[src/rtl/rv32_e_muldiv_unit_if.sv]
// Request/response bundle for the RV32M execute-stage unit.
// slave = the unit, master = the issuing pipeline and result consumer.
`ifndef ALU_CONTROL_WIDTH
`define ALU_CONTROL_WIDTH 5
`define ALU_ADD    5'd0
`define ALU_MUL    5'd10
`define ALU_MULH   5'd11
`define ALU_MULHSU 5'd12
`define ALU_MULHU  5'd13
`define ALU_DIV    5'd14
`define ALU_DIVU   5'd15
`define ALU_REM    5'd16
`define ALU_REMU   5'd17
`endif

interface rv32_e_muldiv_unit_if #(
  parameter int XLEN      = 32,
  parameter int TAG_WIDTH = 5
);
  logic                          flush_i;
  logic                          valid_i;
  logic                          ready_o;
  logic [`ALU_CONTROL_WIDTH-1:0] alu_control_i;
  logic [XLEN-1:0]               src_a_i;
  logic [XLEN-1:0]               src_b_i;
  logic [TAG_WIDTH-1:0]          rd_i;
  logic                          valid_o;
  logic                          ready_i;
  logic [XLEN-1:0]               result_o;
  logic [TAG_WIDTH-1:0]          rd_o;
  logic                          busy_o;

  modport master (
    output flush_i, valid_i, alu_control_i, src_a_i, src_b_i, rd_i, ready_i,
    input  ready_o, valid_o, result_o, rd_o, busy_o
  );
  modport slave (
    input  flush_i, valid_i, alu_control_i, src_a_i, src_b_i, rd_i, ready_i,
    output ready_o, valid_o, result_o, rd_o, busy_o
  );
endinterface

[src/rtl/rv32_e_muldiv_unit.sv]
// Multi-cycle RV32M unit: 2-cycle multiply, 32-step restoring divide,
// divide-by-zero and signed overflow resolved at accept.
`ifndef ALU_CONTROL_WIDTH
`define ALU_CONTROL_WIDTH 5
`define ALU_ADD    5'd0
`define ALU_MUL    5'd10
`define ALU_MULH   5'd11
`define ALU_MULHSU 5'd12
`define ALU_MULHU  5'd13
`define ALU_DIV    5'd14
`define ALU_DIVU   5'd15
`define ALU_REM    5'd16
`define ALU_REMU   5'd17
`endif

module rv32_e_muldiv_unit #(
  parameter int XLEN      = 32,
  parameter int TAG_WIDTH = 5
) (
  input logic clk_i,
  input logic rst_i,
  rv32_e_muldiv_unit_if.slave bus
);
  typedef enum logic [2:0] {IDLE, MUL, DIV, FIX, DONE} state_t;
  state_t state, state_n;

  // op encoding: 0 mul, 1 mulh, 2 mulhsu, 3 mulhu, 4 div, 5 divu, 6 rem, 7 remu
  logic [2:0]           op_d, op_q;
  logic                 legal, accept;
  logic [XLEN-1:0]      acc, dvs, rem;
  logic [TAG_WIDTH-1:0] rd_q;
  logic [4:0]           cnt;
  logic                 q_neg, r_neg;

  always_comb begin
    legal = 1'b1;
    op_d  = 3'd0;
    case (bus.alu_control_i)
      `ALU_MUL:    op_d = 3'd0;
      `ALU_MULH:   op_d = 3'd1;
      `ALU_MULHSU: op_d = 3'd2;
      `ALU_MULHU:  op_d = 3'd3;
      `ALU_DIV:    op_d = 3'd4;
      `ALU_DIVU:   op_d = 3'd5;
      `ALU_REM:    op_d = 3'd6;
      `ALU_REMU:   op_d = 3'd7;
      default:     legal = 1'b0;
    endcase
  end

  assign accept = (state == IDLE) && bus.valid_i && !bus.flush_i && legal;

  logic            sgn_div, div_zero, div_ovf;
  logic [XLEN-1:0] abs_a, abs_b;
  assign sgn_div  = !op_d[0];
  assign div_zero = (bus.src_b_i == '0);
  assign div_ovf  = sgn_div && (bus.src_a_i == {1'b1, {(XLEN-1){1'b0}}}) && (bus.src_b_i == '1);
  assign abs_a    = (sgn_div && bus.src_a_i[XLEN-1]) ? -bus.src_a_i : bus.src_a_i;
  assign abs_b    = (sgn_div && bus.src_b_i[XLEN-1]) ? -bus.src_b_i : bus.src_b_i;

  // Multiply operands live in acc/dvs; MULHU zero-extends a, only MUL/MULH sign-extend b.
  logic signed [XLEN:0]     ae, be;
  logic signed [2*XLEN-1:0] prod;
  assign ae   = {(op_q != 3'd3) & acc[XLEN-1], acc};
  assign be   = {!op_q[1] & dvs[XLEN-1], dvs};
  assign prod = $signed({{(XLEN-1){ae[XLEN]}}, ae}) * $signed({{(XLEN-1){be[XLEN]}}, be});

  logic [XLEN:0] rem_sh, diff;
  logic          ge;
  assign rem_sh = {rem, acc[XLEN-1]};
  assign diff   = rem_sh - {1'b0, dvs};
  assign ge     = !diff[XLEN];

  always_ff @(posedge clk_i or posedge rst_i) begin
    if (rst_i) state <= IDLE;
    else       state <= state_n;
  end

  always_comb begin
    state_n = state;
    case (state)
      IDLE:    if (accept) state_n = !op_d[2] ? MUL : ((div_zero || div_ovf) ? FIX : DIV);
      MUL:     state_n = DONE;
      DIV:     if (cnt == '0) state_n = FIX;
      FIX:     state_n = DONE;
      DONE:    if (bus.ready_i) state_n = IDLE;
      default: state_n = IDLE;
    endcase
    if (bus.flush_i && state != IDLE) state_n = IDLE;
  end

  always_ff @(posedge clk_i or posedge rst_i) begin
    if (rst_i) begin
      op_q <= '0; acc <= '0; dvs <= '0; rem <= '0; rd_q <= '0; cnt <= '0;
      q_neg <= 1'b0; r_neg <= 1'b0;
      bus.result_o <= '0; bus.rd_o <= '0;
    end else begin
      case (state)
        IDLE: if (accept) begin
          op_q  <= op_d;
          rd_q  <= bus.rd_i;
          cnt   <= 5'd31;
          q_neg <= 1'b0;
          r_neg <= 1'b0;
          if (!op_d[2]) begin
            acc <= bus.src_a_i;
            dvs <= bus.src_b_i;
          end else if (div_zero) begin
            acc <= '1;
            rem <= bus.src_a_i;
          end else if (div_ovf) begin
            acc <= {1'b1, {(XLEN-1){1'b0}}};
            rem <= '0;
          end else begin
            acc   <= abs_a;
            dvs   <= abs_b;
            rem   <= '0;
            q_neg <= sgn_div && (bus.src_a_i[XLEN-1] ^ bus.src_b_i[XLEN-1]);
            r_neg <= sgn_div && bus.src_a_i[XLEN-1];
          end
        end
        MUL: if (!bus.flush_i) begin
          bus.result_o <= (op_q == 3'd0) ? prod[XLEN-1:0] : prod[2*XLEN-1:XLEN];
          bus.rd_o     <= rd_q;
        end
        DIV: begin
          rem <= ge ? diff[XLEN-1:0] : rem_sh[XLEN-1:0];
          acc <= {acc[XLEN-2:0], ge};
          cnt <= cnt - 5'd1;
        end
        FIX: if (!bus.flush_i) begin
          bus.result_o <= op_q[1] ? (r_neg ? -rem : rem) : (q_neg ? -acc : acc);
          bus.rd_o     <= rd_q;
        end
        default: ;
      endcase
    end
  end

  assign bus.ready_o = (state == IDLE);
  assign bus.busy_o  = (state != IDLE);
  assign bus.valid_o = (state == DONE);
endmodule

[src/flat_wrapper.sv]
// flat-port wrapper written by rule: the top's interface ports become plain ports
module rv32_e_muldiv_unit_flat 
#(
  parameter int XLEN      = 32,
  parameter int TAG_WIDTH = 5
)
  (clk_i, rst_i, bus_flush_i, bus_valid_i, bus_alu_control_i, bus_src_a_i, bus_src_b_i, bus_rd_i, bus_ready_i, bus_ready_o, bus_valid_o, bus_result_o, bus_rd_o, bus_busy_o);
  rv32_e_muldiv_unit_if #(.XLEN(XLEN), .TAG_WIDTH(TAG_WIDTH)) bus_i ();
  input logic clk_i;
  input logic rst_i;
  input wire logic [$bits(bus_i.flush_i)-1:0] bus_flush_i;
  input wire logic [$bits(bus_i.valid_i)-1:0] bus_valid_i;
  input wire logic [$bits(bus_i.alu_control_i)-1:0] bus_alu_control_i;
  input wire logic [$bits(bus_i.src_a_i)-1:0] bus_src_a_i;
  input wire logic [$bits(bus_i.src_b_i)-1:0] bus_src_b_i;
  input wire logic [$bits(bus_i.rd_i)-1:0] bus_rd_i;
  input wire logic [$bits(bus_i.ready_i)-1:0] bus_ready_i;
  output wire logic [$bits(bus_i.ready_o)-1:0] bus_ready_o;
  output wire logic [$bits(bus_i.valid_o)-1:0] bus_valid_o;
  output wire logic [$bits(bus_i.result_o)-1:0] bus_result_o;
  output wire logic [$bits(bus_i.rd_o)-1:0] bus_rd_o;
  output wire logic [$bits(bus_i.busy_o)-1:0] bus_busy_o;
  assign bus_i.flush_i = bus_flush_i;
  assign bus_i.valid_i = bus_valid_i;
  assign bus_i.alu_control_i = bus_alu_control_i;
  assign bus_i.src_a_i = bus_src_a_i;
  assign bus_i.src_b_i = bus_src_b_i;
  assign bus_i.rd_i = bus_rd_i;
  assign bus_i.ready_i = bus_ready_i;
  assign bus_ready_o = bus_i.ready_o;
  assign bus_valid_o = bus_i.valid_o;
  assign bus_result_o = bus_i.result_o;
  assign bus_rd_o = bus_i.rd_o;
  assign bus_busy_o = bus_i.busy_o;
  rv32_e_muldiv_unit #(.XLEN(XLEN), .TAG_WIDTH(TAG_WIDTH)) u_core (.clk_i(clk_i), .rst_i(rst_i), .bus(bus_i));
endmodule
[config.mk]
export PLATFORM = sky130hd
export DESIGN_NAME = rv32_e_muldiv_unit_flat
export DESIGN_NICKNAME = d
export VERILOG_FILES = /design/src/rtl/rv32_e_muldiv_unit_if.sv /design/src/rtl/rv32_e_muldiv_unit.sv /design/src/flat_wrapper.sv
export SDC_FILE = /design/constraint.sdc
export NUM_CORES = 2
export LEC_CHECK = 0
export ABC_AREA = 1
export CAP_MARGIN = 10
export CORE_ASPECT_RATIO = 1.2
export CORE_MARGIN = 10
export CORE_UTILIZATION = 50
export DETAILED_ROUTE_END_ITERATION = 16
export PLACE_DENSITY = 0.66
export SYNTH_ARGS = -nofsm -noshare
export SYNTH_HDL_FRONTEND = slang
export SYNTH_SLANG_ARGS = --single-unit
[constraint.sdc]
create_clock -name clk_i -period 9.9 [get_ports clk_i]
set_input_delay 1.485 -clock clk_i [delete_from_list [all_inputs] [get_ports clk_i]]
set_output_delay 1.485 -clock clk_i [all_outputs]
set_load 0.05 [all_outputs]
==> run_results.csv <==
group,metric,value,unit
outcome,outcome,"finished, final reports clean",
sta,fin_skew,0.0140,ns
detailed_routing,drc,0,
sta,final_hold_viol_count,0,
detailed_routing,drtIter0Drc,4380,
sta,rsz0062_at_grt,"false",
synthesis,ys_seq_area_frac,0.0703,
layout,synthToLayoutAreaGrowth,6.04,%
worst_setup_path,path_class,"flip-flop to flip-flop",
worst_setup_path,crit_path_max_incr_delay,0.55,ns
layout,nFillCells,10600,
layout,layout.nets,8781,
floorplan,die_w,319,um
detailed_routing,wl,198,mm
cts,clockRootBuffer,"clkbuf_16",
synthesis,synth_ff_type,"dfrtp_1",
worst_setup_path,worstPathArrival,9.24,ns
detailed_routing,drtAntennaViolNets,0,
worst_setup_path,cpLargestDelayFamily,"adder cells",
cts,htree_levels,4,
detailed_routing,drtPass1Iterations,6,
placed_design,portBuffers,118,
detailed_routing,viasPerCell,5.50,
global_routing,grt-ovfl-total,0,
synthesis,synth_cells,7405,
floorplan,initial_utilization,0.504,
sta,max_slew_margin,0.119,
sta,tightest_slew,1.32,ns
cts,ctsResizeCount,0,
sta,setup_tns,0,ns
floorplan,core_area,107000,um2
floorplan,die_area,121000,um2
cts,clock_sinks,151,
worst_setup_path,end_kind,"flip-flop",
cts,path_clk_slew,0.07,ns
job,cap_violations,0,
global_routing,track_usage,0.332,
worst_setup_path,path_depth,29,
synthesis,synth_seq_cells,151,
sta,timing.fmax,113,MHz
synthesis,yosysUniqueCellTypes,59,
layout,layout_commonest_cell,"nand2_1",
min_path,min_path_type,"flip-flop to flip-flop",
sta,finalSetupViolCount,0,
global_routing,grt_max_degree,58,
cts,cts_setup_buffers,0,
layout,design_area,57000,um2
worst_setup_path,r2r_cells,29,
detailed_routing,routedWlPerCell,22.6,um
synthesis,netlist_top_cells_area,"fa_1, nand2_1, inv_1",
floorplan,die_h,379,um
synthesis,async_reset_ff_frac,1.00,
layout,num_antenna_cells,0,
placed_design,placed_cell_area,56400,um2
cts,clock_latency,0.49,ns
global_routing,antenna_found_initial,8,
worst_setup_path,worst_path_most_repeated_cell,"fa_1",
synthesis,yosysWarnings,0,
cts,cts_tree,"built",
synthesis,yosysTopAreaCell,"fa_1",
sta,post-route-period-util,0.896,
synthesis,postSynthAreaPerCell,7.26,um2
worst_setup_path,startpoint_type,"flip-flop",
detailed_routing,vias,48000,
worst_setup_path,critPathMaxFanout,50,
floorplan,rows,131,
floorplan,ios,119,
cts,numCtsBuffers,17,
layout,final_core_util,0.535,
placed_design,place_congestion,1.06,
layout,final_cell_mix,"nand2_1, inv_1, fa_1",
global_routing,grt_pass1_vias,50700,
placed_design,place_inst,8701,
layout,drive_gt1_frac,0.0314,
synthesis,synth-edff-count,0,
worst_setup_path,crit_slowest_cell,"fa_1",
cts,cts.path.max_buffers,2,
synthesis,netlist_area,53700,um2
placed_design,dp_hpwl,163,mm
sta,finalWorstPathRequiredPeriod,8.87,ns
worst_setup_path,cp_num_buf_inv,7,
cts,cts_hold_buf,0,
synthesis,synth_top_area_frac,0.419,
synthesis,syn_nets,8862,
min_path,whs_path_depth,2,
global_routing,grt_pass1_wl,304,mm
layout,finalNonFillerCells,8732,
sta,drv_slew,0,
worst_setup_path,required,10.27,ns
## tightest hold or removal path, stage by stage (launching register included)
cell and delay, ns:
dfrtp_1 0.34, nand2_1 0.05, nand2_1 0.05
## final cells by class
| type | instances | area, um2 | area share |
|---|---|---|---|
| Tap cell | 1396 | 1750 | 0.0307 |
| Clock inverter | 10 | 143 | 0.00250 |
| Inverter | 1863 | 7000 | 0.123 |
| Timing Repair Buffer | 244 | 2200 | 0.0386 |
| Multi-Input combinational cell | 5047 | 41600 | 0.731 |
| Clock buffer | 21 | 470 | 0.00826 |
| Sequential cell | 151 | 3780 | 0.0664 |
## routing by layer
| layer | wire [um] | vias up | GRT usage | share of wire |
|---|---|---|---|---|
| met5 | 9 | - | 0 | 0.000046 |
| met2 | 94100 | 2201 | 0.559 | 0.48 |
| met3 | 14500 | 588 | 0.0443 | 0.073 |
| li1 | - | 21300 | - | - |
| met1 | 73700 | 23900 | 0.397 | 0.37 |
| met4 | 15400 | 2 | 0.217 | 0.078 |
## final timing paths
path / to / slack, ns / from
max in group asynchronous: u_core.dvs[17] / 7.11 / rst_i
hold / removal: u_core.bus.rd_o[0] / 0.48 / u_core.bus.rd_o[0]
min in group asynchronous: u_core.cnt[3] / 1.42 / rst_i
setup reg to reg: u_core.bus.result_o[15] / 1.03 / u_core.op_q[1]
hold reg to reg: u_core.bus.rd_o[0] / 0.48 / u_core.bus.rd_o[0]
setup / recovery: u_core.bus.result_o[15] / 1.03 / u_core.op_q[1]
## state kept, by name (all words and copies together), names as in the netlist
signal               flops
u_core.cnt               5
u_core.op_q              3
u_core.acc              32
u_core.q_neg             1
u_core.r_neg             1
u_core.rem              32
u_core.bus.result_o     32
u_core.state             3
u_core.dvs              32
u_core.rd_q              5
u_core.bus.rd_o          5
## through the flow
step | hold WS [ns] | setup WS, ns
floorplan | 0.449 | 2.02
global placement | 0.455 | 1.20
detailed placement | 0.461 | 1.19
CTS | 0.478 | 1.17
global route | 0.501 | 0.702
finish | 0.479 | 1.03
## kinds of logic after synthesis
logic type | count (synthesis) | share of synthesized area
xor gates and xnor gates | 73 | 0.0119
DFF | 151 | 0.0703
adders and majority gates | 1378 | 0.478
buffers and inverters | 2207 | 0.155
and+or+nand+nor | 3105 | 0.234
AOI/OAI and AO/OA | 491 | 0.0500
## synth_stat cells, types with 29 or more instances
cell type,n
nor3_1,54
buf_1,55
o21ai_1,52
ha_1,252
a21oi_1,202
inv_1,1842
nand2_1,2140
nand3_1,350
fa_1,1126
nand4_1,43
nor2_1,437
o21ai_0,149
xnor2_1,29
clkbuf_1,265
dfrtp_1,151
xor2_1,44
Power is left out: the tool's default activity adds up to more than one toggle a clock period on the data nets, which glitch-free logic cannot reach.
